--- src/rtl/video_stream_pkg.sv ---
// Shared Avalon-ST video definitions: pixel layout, default frame geometry and
// the capture FSM state type. Also used by the video source blocks.
package video_stream_pkg;

    localparam int PixelWidth      = 30;
    localparam int RedMsb          = 29;
    localparam int GreenMsb        = 19;
    localparam int BlueMsb         = 9;

    localparam int DefNumPixels    = 12 * 12;
    localparam int DefColourBits   = 12;
    localparam int DefAddrWidth    = 19;
    localparam int FrameCountWidth = 16;

    typedef enum logic [1:0] {
        IDLE,
        WAIT_SOP,
        CAPTURE
    } capture_state_t;

endpackage

--- src/rtl/video_frame_capture_if.sv ---
// Avalon-ST video pixel stream: SOP/EOP framed data with valid/ready handshake.
interface video_frame_capture_if
    import video_stream_pkg::*;
#(
    parameter int Width = PixelWidth
) ();

    logic [Width-1:0] data;
    logic             startofpacket;
    logic             endofpacket;
    logic             valid;
    logic             ready;

    modport master (
        output data, startofpacket, endofpacket, valid,
        input  ready
    );

    modport slave (
        input  data, startofpacket, endofpacket, valid,
        output ready
    );

endinterface

--- src/rtl/frame_buffer_ram.sv ---
// Simple dual-port frame buffer: one write port, one registered read port.
// Read-during-write to the same address returns the old contents.
module frame_buffer_ram #(
    parameter int Depth     = 144,
    parameter int Width     = 12,
    parameter int AddrWidth = 19
) (
    input  logic                 clk,
    input  logic                 we,
    input  logic [AddrWidth-1:0] waddr,
    input  logic [Width-1:0]     wdata,
    input  logic [AddrWidth-1:0] raddr,
    output logic [Width-1:0]     rdata
);

    localparam int IdxW = (Depth > 1) ? $clog2(Depth) : 1;

    logic [Width-1:0] mem [Depth];

    // No reset on the array or read register so the tools map this onto block RAM.
    always_ff @(posedge clk) begin
        if (we)
            mem[waddr[IdxW-1:0]] <= wdata;
        rdata <= mem[raddr[IdxW-1:0]];
    end

    generate
        if (AddrWidth > IdxW) begin : g_hi
            logic unused_hi;
            assign unused_hi = ^{waddr[AddrWidth-1:IdxW], raddr[AddrWidth-1:IdxW]};
        end
    endgenerate

endmodule

--- src/rtl/video_frame_capture.sv ---
// Avalon-ST video sink: quantises pixels and captures one SOP/EOP framed frame
// into the frame buffer, flagging framing errors against NumPixels.
module video_frame_capture
    import video_stream_pkg::*;
#(
    parameter int NumPixels     = DefNumPixels,
    parameter int NumColourBits = DefColourBits,
    parameter int AddrWidth     = DefAddrWidth
) (
    input  logic                     clk,
    input  logic                     reset,
    video_frame_capture_if.slave     snk,
    input  logic                     capture_en,
    input  logic                     err_clear,
    input  logic [AddrWidth-1:0]     rd_addr,
    output logic [NumColourBits-1:0] rd_data,
    output logic                     frame_done,
    output logic [15:0]              frame_count,
    output logic                     sop_err,
    output logic                     len_err
);

    localparam int                   C          = NumColourBits / 3;
    localparam logic [AddrWidth-1:0] LastIdx    = AddrWidth'(NumPixels - 1);
    localparam bit                   SingleBeat = (NumPixels == 1);

    capture_state_t           state, state_nxt;
    logic [AddrWidth-1:0]     idx, idx_nxt, wr_addr;
    logic                     hs, last, wr_en, set_sop, set_len, done;
    logic [NumColourBits-1:0] wr_data;
    logic                     unused_data;

    assign hs          = snk.valid & snk.ready;
    assign last        = (idx == LastIdx);
    assign wr_data     = {snk.data[RedMsb -: C], snk.data[GreenMsb -: C], snk.data[BlueMsb -: C]};
    assign unused_data = ^snk.data;

    always_ff @(posedge clk or negedge reset) begin
        if (!reset) state <= IDLE;
        else        state <= state_nxt;
    end

    always_comb begin
        state_nxt = state;
        case (state)
            IDLE:     if (capture_en) state_nxt = WAIT_SOP;
            WAIT_SOP: begin
                if (!capture_en)
                    state_nxt = IDLE;
                else if (hs && snk.startofpacket && !(SingleBeat && snk.endofpacket))
                    state_nxt = CAPTURE;
            end
            CAPTURE:  if (hs && !snk.startofpacket && (last || snk.endofpacket))
                          state_nxt = WAIT_SOP;
            default:  state_nxt = IDLE;
        endcase
    end

    // Write strobe, next pixel index and error/completion events for this beat.
    always_comb begin
        snk.ready = (state != IDLE);
        wr_en     = 1'b0;
        wr_addr   = idx;
        idx_nxt   = idx;
        set_sop   = 1'b0;
        set_len   = 1'b0;
        done      = 1'b0;
        case (state)
            WAIT_SOP: begin
                if (capture_en && hs && snk.startofpacket) begin
                    wr_en   = 1'b1;
                    wr_addr = '0;
                    if (SingleBeat && snk.endofpacket) begin
                        done    = 1'b1;
                        idx_nxt = '0;
                    end else begin
                        idx_nxt = AddrWidth'(1);
                    end
                end
            end
            CAPTURE: begin
                if (hs) begin
                    wr_en = 1'b1;
                    if (snk.startofpacket) begin
                        set_sop = 1'b1;
                        wr_addr = '0;
                        idx_nxt = AddrWidth'(1);
                    end else if (last || snk.endofpacket) begin
                        idx_nxt = '0;
                        if (last && snk.endofpacket) done    = 1'b1;
                        else                          set_len = 1'b1;
                    end else begin
                        idx_nxt = idx + AddrWidth'(1);
                    end
                end
            end
            default: ;
        endcase
    end

    always_ff @(posedge clk or negedge reset) begin
        if (!reset) begin
            idx         <= '0;
            frame_done  <= 1'b0;
            frame_count <= '0;
            sop_err     <= 1'b0;
            len_err     <= 1'b0;
        end else begin
            idx        <= idx_nxt;
            frame_done <= done;
            if (done) frame_count <= frame_count + 16'd1;
            // A new error in the same cycle as err_clear keeps the flag set.
            sop_err    <= set_sop | (sop_err & ~err_clear);
            len_err    <= set_len | (len_err & ~err_clear);
        end
    end

    frame_buffer_ram #(
        .Depth     (NumPixels),
        .Width     (NumColourBits),
        .AddrWidth (AddrWidth)
    ) u_ram (
        .clk   (clk),
        .we    (wr_en),
        .waddr (wr_addr),
        .wdata (wr_data),
        .raddr (rd_addr),
        .rdata (rd_data)
    );

endmodule

--- src/flat_wrapper.sv ---
// flat-port wrapper written by rule: the top's interface ports become plain ports
module video_frame_capture_flat import video_stream_pkg::*;
#(
    parameter int NumPixels     = DefNumPixels,
    parameter int NumColourBits = DefColourBits,
    parameter int AddrWidth     = DefAddrWidth
)
  (clk, reset, capture_en, err_clear, rd_addr, rd_data, frame_done, frame_count, sop_err, len_err, snk_data, snk_startofpacket, snk_endofpacket, snk_valid, snk_ready);
  video_frame_capture_if snk_i ();
  input  logic clk;
  input  logic reset;
  input  logic capture_en;
  input  logic err_clear;
  input  logic [AddrWidth-1:0] rd_addr;
  output logic [NumColourBits-1:0] rd_data;
  output logic frame_done;
  output logic [15:0] frame_count;
  output logic sop_err;
  output logic len_err;
  input wire logic [$bits(snk_i.data)-1:0] snk_data;
  input wire logic [$bits(snk_i.startofpacket)-1:0] snk_startofpacket;
  input wire logic [$bits(snk_i.endofpacket)-1:0] snk_endofpacket;
  input wire logic [$bits(snk_i.valid)-1:0] snk_valid;
  output wire logic [$bits(snk_i.ready)-1:0] snk_ready;
  assign snk_i.data = snk_data;
  assign snk_i.startofpacket = snk_startofpacket;
  assign snk_i.endofpacket = snk_endofpacket;
  assign snk_i.valid = snk_valid;
  assign snk_ready = snk_i.ready;
  video_frame_capture #(.NumPixels(NumPixels), .NumColourBits(NumColourBits), .AddrWidth(AddrWidth)) u_core (.clk(clk), .reset(reset), .snk(snk_i), .capture_en(capture_en), .err_clear(err_clear), .rd_addr(rd_addr), .rd_data(rd_data), .frame_done(frame_done), .frame_count(frame_count), .sop_err(sop_err), .len_err(len_err));
endmodule
--- config.mk ---
export PLATFORM = sky130hd
export DESIGN_NAME = video_frame_capture_flat
export DESIGN_NICKNAME = d
export VERILOG_FILES = /design/src/rtl/video_stream_pkg.sv /design/src/rtl/video_frame_capture_if.sv /design/src/rtl/frame_buffer_ram.sv /design/src/rtl/video_frame_capture.sv /design/src/flat_wrapper.sv
export SDC_FILE = /design/constraint.sdc
export NUM_CORES = 2
export LEC_CHECK = 0
export BUFFER_PORTS_ARGS = -buffer_cell sky130_fd_sc_hd__buf_4
export CAP_MARGIN = 5
export CORE_ASPECT_RATIO = 0.75
export CORE_MARGIN = 5
export CORE_UTILIZATION = 64
export CTS_BUF_LIST = sky130_fd_sc_hd__clkbuf_4
export DETAILED_ROUTE_END_ITERATION = 12
export PLACE_DENSITY = 0.85
export SYNTH_ARGS = -nofsm -noshare
export SYNTH_HDL_FRONTEND = slang
export SYNTH_SLANG_ARGS = --single-unit
--- constraint.sdc ---
create_clock -name clk -period 3.7 [get_ports clk]
set_input_delay 0.185 -clock clk [delete_from_list [all_inputs] [get_ports clk]]
set_output_delay 0.185 -clock clk [all_outputs]
set_load 0.005 [all_outputs]
---- Word-level counts from Yosys, hierarchy flattened ----
Memories as Yosys holds them, arrays and structs flattened. A register that Yosys moved wholly into a read port is not among the register bits.
Index checks and enable logic that the tools add are counted.
storage, ports and cells
  memories ................................ 1
  bits in writable memories ............... 1728
  register bits after elaboration ......... 40
  latch bits .............................. 0
  ROM bits ................................ 0
  output and inout bits ................... 32
operators by class
  order comparisons ....................... 0
  div/mod/pow operators ................... 0
  reductions and logical operators ........ 13
  $add $sub $neg .......................... 2
  bitwise gates (word level) .............. 6
  $mul .................................... 0
  equality and inequality tests ........... 8
  shifts and indexed selects .............. 0
  multiplexer cells ....................... 32
memory list
  memory            depth  bits a word  rd ports  clocked after memory_dff  write ports  RTL line                source
  u_core.u_ram.mem  144    12           1         1                         1            frame_buffer_ram.sv:18  logic [Width-1:0] mem [Depth];
operators with widths
  cell                     count
  $mux W19                 4
  $pmux W19 S2             1
  $mux W8                  3
  $add A19 B1 Y19 const B  1
  $eq A19 B8 Y1 const B    1
  $mux W1                  17
  $add A16 B1 Y16 const B  1
  $pmux W8 S2              1
  $mux W2                  4
  $logic_and A1 B1 Y1      6
  $ne A2 B1 Y1 const B     3
  $pmux W2 S3              1
  $reduce_and A3 Y1        2
  $reduce_bool A2 Y1       2
  $and A1 B1 Y1            3
  $ne A3 B2 Y1 const B     1
  $eq A2 B1 Y1 const B     1
  $eq A2 B2 Y1 const B     1
  $logic_not A2 Y1         1
  $ne A2 B2 Y1 const B     1
  $or A1 B1 Y1             2
  $pmux W1 S2              1
  $logic_not A1 Y1         1
  $logic_or A1 B1 Y1       1
  $not A1 Y1               1

---- Depth between registers and ports, before layout ----
  depth after elaboration ................. 8
  gate-level depth with buffers ........... 12
  depth with buffers taken out ............ 11

---- Modules after synthesis ----
A second synthesis with hierarchy kept.
second synthesis, totals
  cell total of the unflattened synthesis .. 3269
  area, all modules ....................... 69519.2 µm²
modules (own cells, without submodules)
  module               seq. area each (µm²)  instances  area each (µm²)  cells an instance
  frame_buffer_ram     52130.0               1          67129.4          3019
  video_frame_capture  1001.0                1          2389.8           250

---- Worst setup path before layout ----
No wires, ideal clock.
  path type ............................... register to register
  start ................................... register u_core.state[0]
  end ..................................... memory u_core.u_ram.mem[110][0] (enable)
  cell stages (with the launch flop) ...... 10
  arrival time ............................ 2.386 ns
  setup time .............................. 0.380 ns
  period minus slack after synthesis ...... 2.766 ns
  setup slack ............................. 0.934 ns
  cell sequence ........................... dfrtp_1 -> inv_1 -> ha_1 -> nor2b_1 -> a31oi_1 -> nor2b_1 -> nor3_4 -> buf_2 -> nand4_1 -> nor2_1
between the ends
  longest elaborated chain between the ends .. 8
  elaborated cells on any way between the ends .. 14
ends and longest elaborated chain
  element                           RTL line                   source
  from (decl)                       video_frame_capture.sv:27  capture_state_t state, state_nxt;
  from (signal assigned)            video_frame_capture.sv:40  else state <= state_nxt;
  $reduce_bool A2 Y1                video_frame_capture.sv:61  snk.ready = (state != IDLE);
  $and A1 B1 Y1                     video_frame_capture.sv:33  assign hs = snk.valid & snk.ready;
  $logic_and A1 B1 Y1 (2 in a row)  video_frame_capture.sv:70  if (capture_en && hs && snk.startofpacket) begin
  $mux W1                           video_frame_capture.sv:70
  $pmux W1 S2                       video_frame_capture.sv:68  case (state)
  $mux W1                           frame_buffer_ram.sv:22     if (we)
  $mux W1 (not written as such)     frame_buffer_ram.sv:23     mem[waddr[IdxW-1:0]] <= wdata;
  to (decl)                         frame_buffer_ram.sv:18
Parallel ways exist; a longest one is shown, timed or not.

---- Worst setup path in the final report ----
  start ................................... register u_core.state[0]
  end ..................................... memory u_core.u_ram.mem[13][3] (enable)
Same word-level chain as after synthesis.

==> flow_summary_export.csv <==
group,metric,value,unit
status,status,"completed",
yosys,yosysSeqAreaShare,76.20,%
yosys,syn-cell-area,69720,sq um
cells_and_area,syn2layout_area_growth,12.41,%
worst_hold_path,min_to,"u_core.u_ram.mem[114][7]",
setup_path,arrival,4340,ps
global_route,grt-ovfl-total,0,
sta,min_period_over_period,93.06,%
routing,vias_per_cell,6.749,
yosys,synthCells,3449,
yosys,synth_edf_count,1728,
worst_hold_path,hp-class,"input pin to register",
setup_path,cp.buffers_inverters,4,
clock_tree,cts.clk_slew.worst_paths,70,ps
global_route,grt_usage,30.51,%
cells_and_area,regArea,53130,sq um
clock_tree,numCtsBuffers,407,
setup_path,crit_family,"simple AND/OR/NAND/NOR gates",
sta,whs,99.33,ps
floorplanning,boundaryPins,88,
cells_and_area,final_core_utilization,72.74,%
clock_tree,tritoncts,"done",
setup_path,max_stage_delay,600,ps
clock_tree,clockBufferDepth,4,
sta,slew_headroom,16.41,%
clock_tree,post_cts_resized,0,
sta,fmax,0.2904,GHz
sta,rsz0062_at_grt,"false",
routing,postRouteAntennaNets,0,
yosys,synth_area_leaders,"edfxtp_1 (74%), mux4_2 (11%), mux2i_1 (2.6%), dfrtp_1 (1.4%), a22oi_1 (0.93%)",
yosys,ys.flop_type,"edfxtp_1",
setup_path,path_class,"register to register",
routing,first_pass_iters,7,
yosys,ys_warn_count,0,
setup_path,reg2reg_to,"u_core.u_ram.mem[13][3]",
yosys,synth-async-reset-ratio,2.247,%
yosys,synth_top_area_share,74.42,%
cells_and_area,drive_above_1_share,31.57,%
setup_path,cp_cell_sequence,"inv_1 -> ha_1 -> nor2b_1 -> nand2_1 -> nor3_4 -> buf_4 -> nand4_1 -> buf_4 -> nor2_1 -> buf_4",
clock_tree,htree_levels,5,
global_route,grt_max_degree,105,
clock_tree,clk_latency,1280,ps
global_route,antenna_found_initial,2,
clock_tree,cts.sinks,1780,
sta,maxSlewViolCount,0,
floorplanning,die-area,115700,sq um
global_route,grt_pass1_wl,254.9,mm
yosys,syn-num-nets,3513,
power_and_ir_drop,p_per_area,502.3,nW/um^2
setup_path,crit_required,4600,ps
floorplanning,die_h,295.8,um
routing,drc,0,
routing,wl_per_cell,30.18,um
job,drv_cap,0,
clock_tree,clockRootBuffer,"clkbuf_4",
floorplanning,num_rows,104,
yosys,syn_avg_cell_area,20.22,sq um
placed_design,hpwl,106.0,mm
cells_and_area,layout.nets,4117,
yosys,synth_cell_types,55,
yosys,synth_area_leader_cell,"edfxtp_1",
cells_and_area,fin_cells,5759,
setup_path,r2r_start,"u_core.state[0]",
setup_path,crit_path_end_kind,"register",
setup_path,critPathLaunchType,"register",
cells_and_area,multi_input_area,15290,sq um
setup_path,crit_slowest_cell,"nand4_1",
sta,finalSetupTns,0,ps
setup_path,ff2ff_path_depth,10,
worst_hold_path,min_from,"snk_data[19]",
yosys,ys_ff_latch,1780,
sta,worst_pin_slew,1254,ps
power_and_ir_drop,leakagePower,26.15,nW
global_route,grt_pass1_vias,39200,
setup_path,critPathMaxFanout,12,
placed_design,dp.cells,5028,
sta,min_period,3443,ps
sta,setup_viol,0,
cells_and_area,fill_cells,5824,
routing,drt_iter0_markers,6289,
floorplanning,initial_core_util,64.71,%
routing,wirelength,173.8,mm
worst_hold_path,min_path_cells,2,
setup_path,reg2reg_slack,260,ps
floorplanning,die_x,391.1,um
routing,vias,38870,
placed_design,portBuffers,58,
sta,skew,78.67,ps
floorplanning,core,107700,sq um
power_and_ir_drop,vdd_drop_max,0.0003777,V
setup_path,cp_common_cell,"buf_4",
placed_design,gp_congestion,0.9360,
sta,hold_viol,0,
==> power breakdown <==
| group | switching (mW) | leakage [nW] | internal [mW] |
|---|---|---|---|
| clock | 7.35 | 2.89 | 7.32 |
| combinational | 1.62 | 7.08 | 0.907 |
| sequential | 0.0377 | 16.2 | 22.1 |
==> layout by cell type (no fill, tap or decap), types with 8 or more instances in the layout <==
| cell | count |
|---|---|
| a31oi_1 | 28 |
| dfrtp_1 | 40 |
| nand2b_1 | 9 |
| a221oi_1 | 14 |
| clkinv_2 | 12 |
| a22oi_1 | 86 |
| nand3_1 | 73 |
| nor2b_1 | 31 |
| nand4_1 | 26 |
| mux2_2 | 36 |
| ha_1 | 8 |
| buf_4 | 323 |
| mux4_1 | 11 |
| dlygate4sd3_1 | 43 |
| clkinv_1 | 72 |
| edfxtp_1 | 1728 |
| dfxtp_1 | 12 |
| a211oi_1 | 28 |
| nor3_1 | 29 |
| clkbuf_4 | 589 |
| o21ai_0 | 48 |
| buf_12 | 21 |
| nor2_1 | 169 |
| mux4_2 | 352 |
| nand2_1 | 161 |
| and2_1 | 31 |
| mux2i_1 | 179 |
| a21oi_1 | 69 |
| xnor2_1 | 13 |
==> cell families after synthesis <==
family / count (synthesis) / share of synthesized area [%]
and+or+nand+nor: 559 / 3.686
adders and majority gates: 8 / 0.1436
muxes: 578 / 14.94
DFF: 1780 / 76.20
buffers and inverters: 203 / 1.884
xor gates and xnor gates: 17 / 0.2135
AOI/OAI and AO/OA: 304 / 2.936
==> layout make-up <==
cell class | instances | share of cell area [%]
sequential | 1780 | 67.79
clock buffer | 589 | 5.642
timing repair buffer | 390 | 4.235
inverter | 8 | 0.03991
tap | 1431 | 2.284
antenna | 7 | 0.02235
multi-input combinational | 1466 | 19.50
clock inverter | 88 | 0.4837
==> registers in the layout, summed over array words and instances, names as in the netlist <==
register            flops
u_core.u_ram.mem     1728
u_core.sop_err          1
u_core.state            2
u_core.u_ram.rdata     12
u_core.frame_count     16
u_core.len_err          1
u_core.frame_done       1
u_core.idx             19
==> per-stage QoR <==
| step | worst slack, ps | cell area (sq um) | power, mW |
|---|---|---|---|
| floorplan | 933.7 | 69720 | 23.97 |
| finish | 257.0 | 78380 | 39.37 |
| detailed placement | -22.29 | 73070 | 25.02 |
| global route | 40.18 | 78380 | 40.82 |
| global placement | 79.27 | 73070 | 24.93 |
| CTS | 351.2 | 78360 | 39.44 |
==> layer usage <==
metal / up-vias / part of all wire, % / global-route usage, %
li1: 15550 / - / -
met1: 19360 / 34 / 42.11
met2: 3420 / 47 / 47.08
met3: 539 / 14 / 8.628
met4: 4 / 4.2 / 12.87
met5: - / 0.10 / 0
==> how the worst max path moves through the flow <==
stage | start | end | slack (ps) | cells after the start
after floorplan | u_core.state[0] | u_core.u_ram.mem[110][0] | 930 | 9
after global placement | u_core.state[0] | u_core.u_ram.mem[141][8] | 80 | 11
after detailed placement | u_core.state[0] | u_core.u_ram.mem[29][7] | -20 | 11
after CTS | u_core.state[0] | u_core.u_ram.mem[74][1] | 350 | 9
after global routing | u_core.state[0] | u_core.u_ram.mem[120][10] | 40 | 9
final | u_core.state[0] | u_core.u_ram.mem[13][3] | 260 | 10
==> repair_timing <==
action	in CTS	in global routing
buffers inserted	2	0
endpoints found under the hold margin	1818	0
hold buffers	45	0
endpoints found under the setup margin	35	0
==> Yosys cell counts (6+ instances only) <==
cell type / number
dfrtp_1: 40
and3_1: 7
clkbuf_1: 56
a31oi_1: 28
o21ai_0: 48
buf_6: 36
buf_4: 25
and2_1: 31
mux2_2: 36
ha_1: 8
mux2i_1: 179
mux4_1: 11
nand4_1: 26
dfxtp_1: 12
a22oi_1: 86
nand2_1: 161
nand3_1: 73
a211oi_1: 28
xnor2_1: 13
buf_2: 67
edfxtp_1: 1728
inv_1: 7
nor2_1: 170
buf_8: 6
nand2b_1: 9
mux4_2: 352
a22oi_2: 7
o31ai_1: 6
nor3_1: 29
a21oi_1: 69
nor2b_1: 33
a221oi_1: 14
a211oi_2: 7
==> worst reg2reg max path: stages (launching register included) <==
cell     delay, ps
dfrtp_1        400
inv_1           80
ha_1           240
nor2b_1        310
nand2_1        170
nor3_4         270
buf_4          190
nand4_1        600
buf_4          450
nor2_1         140
buf_4          260
Power figures use the tool's default switching activity.
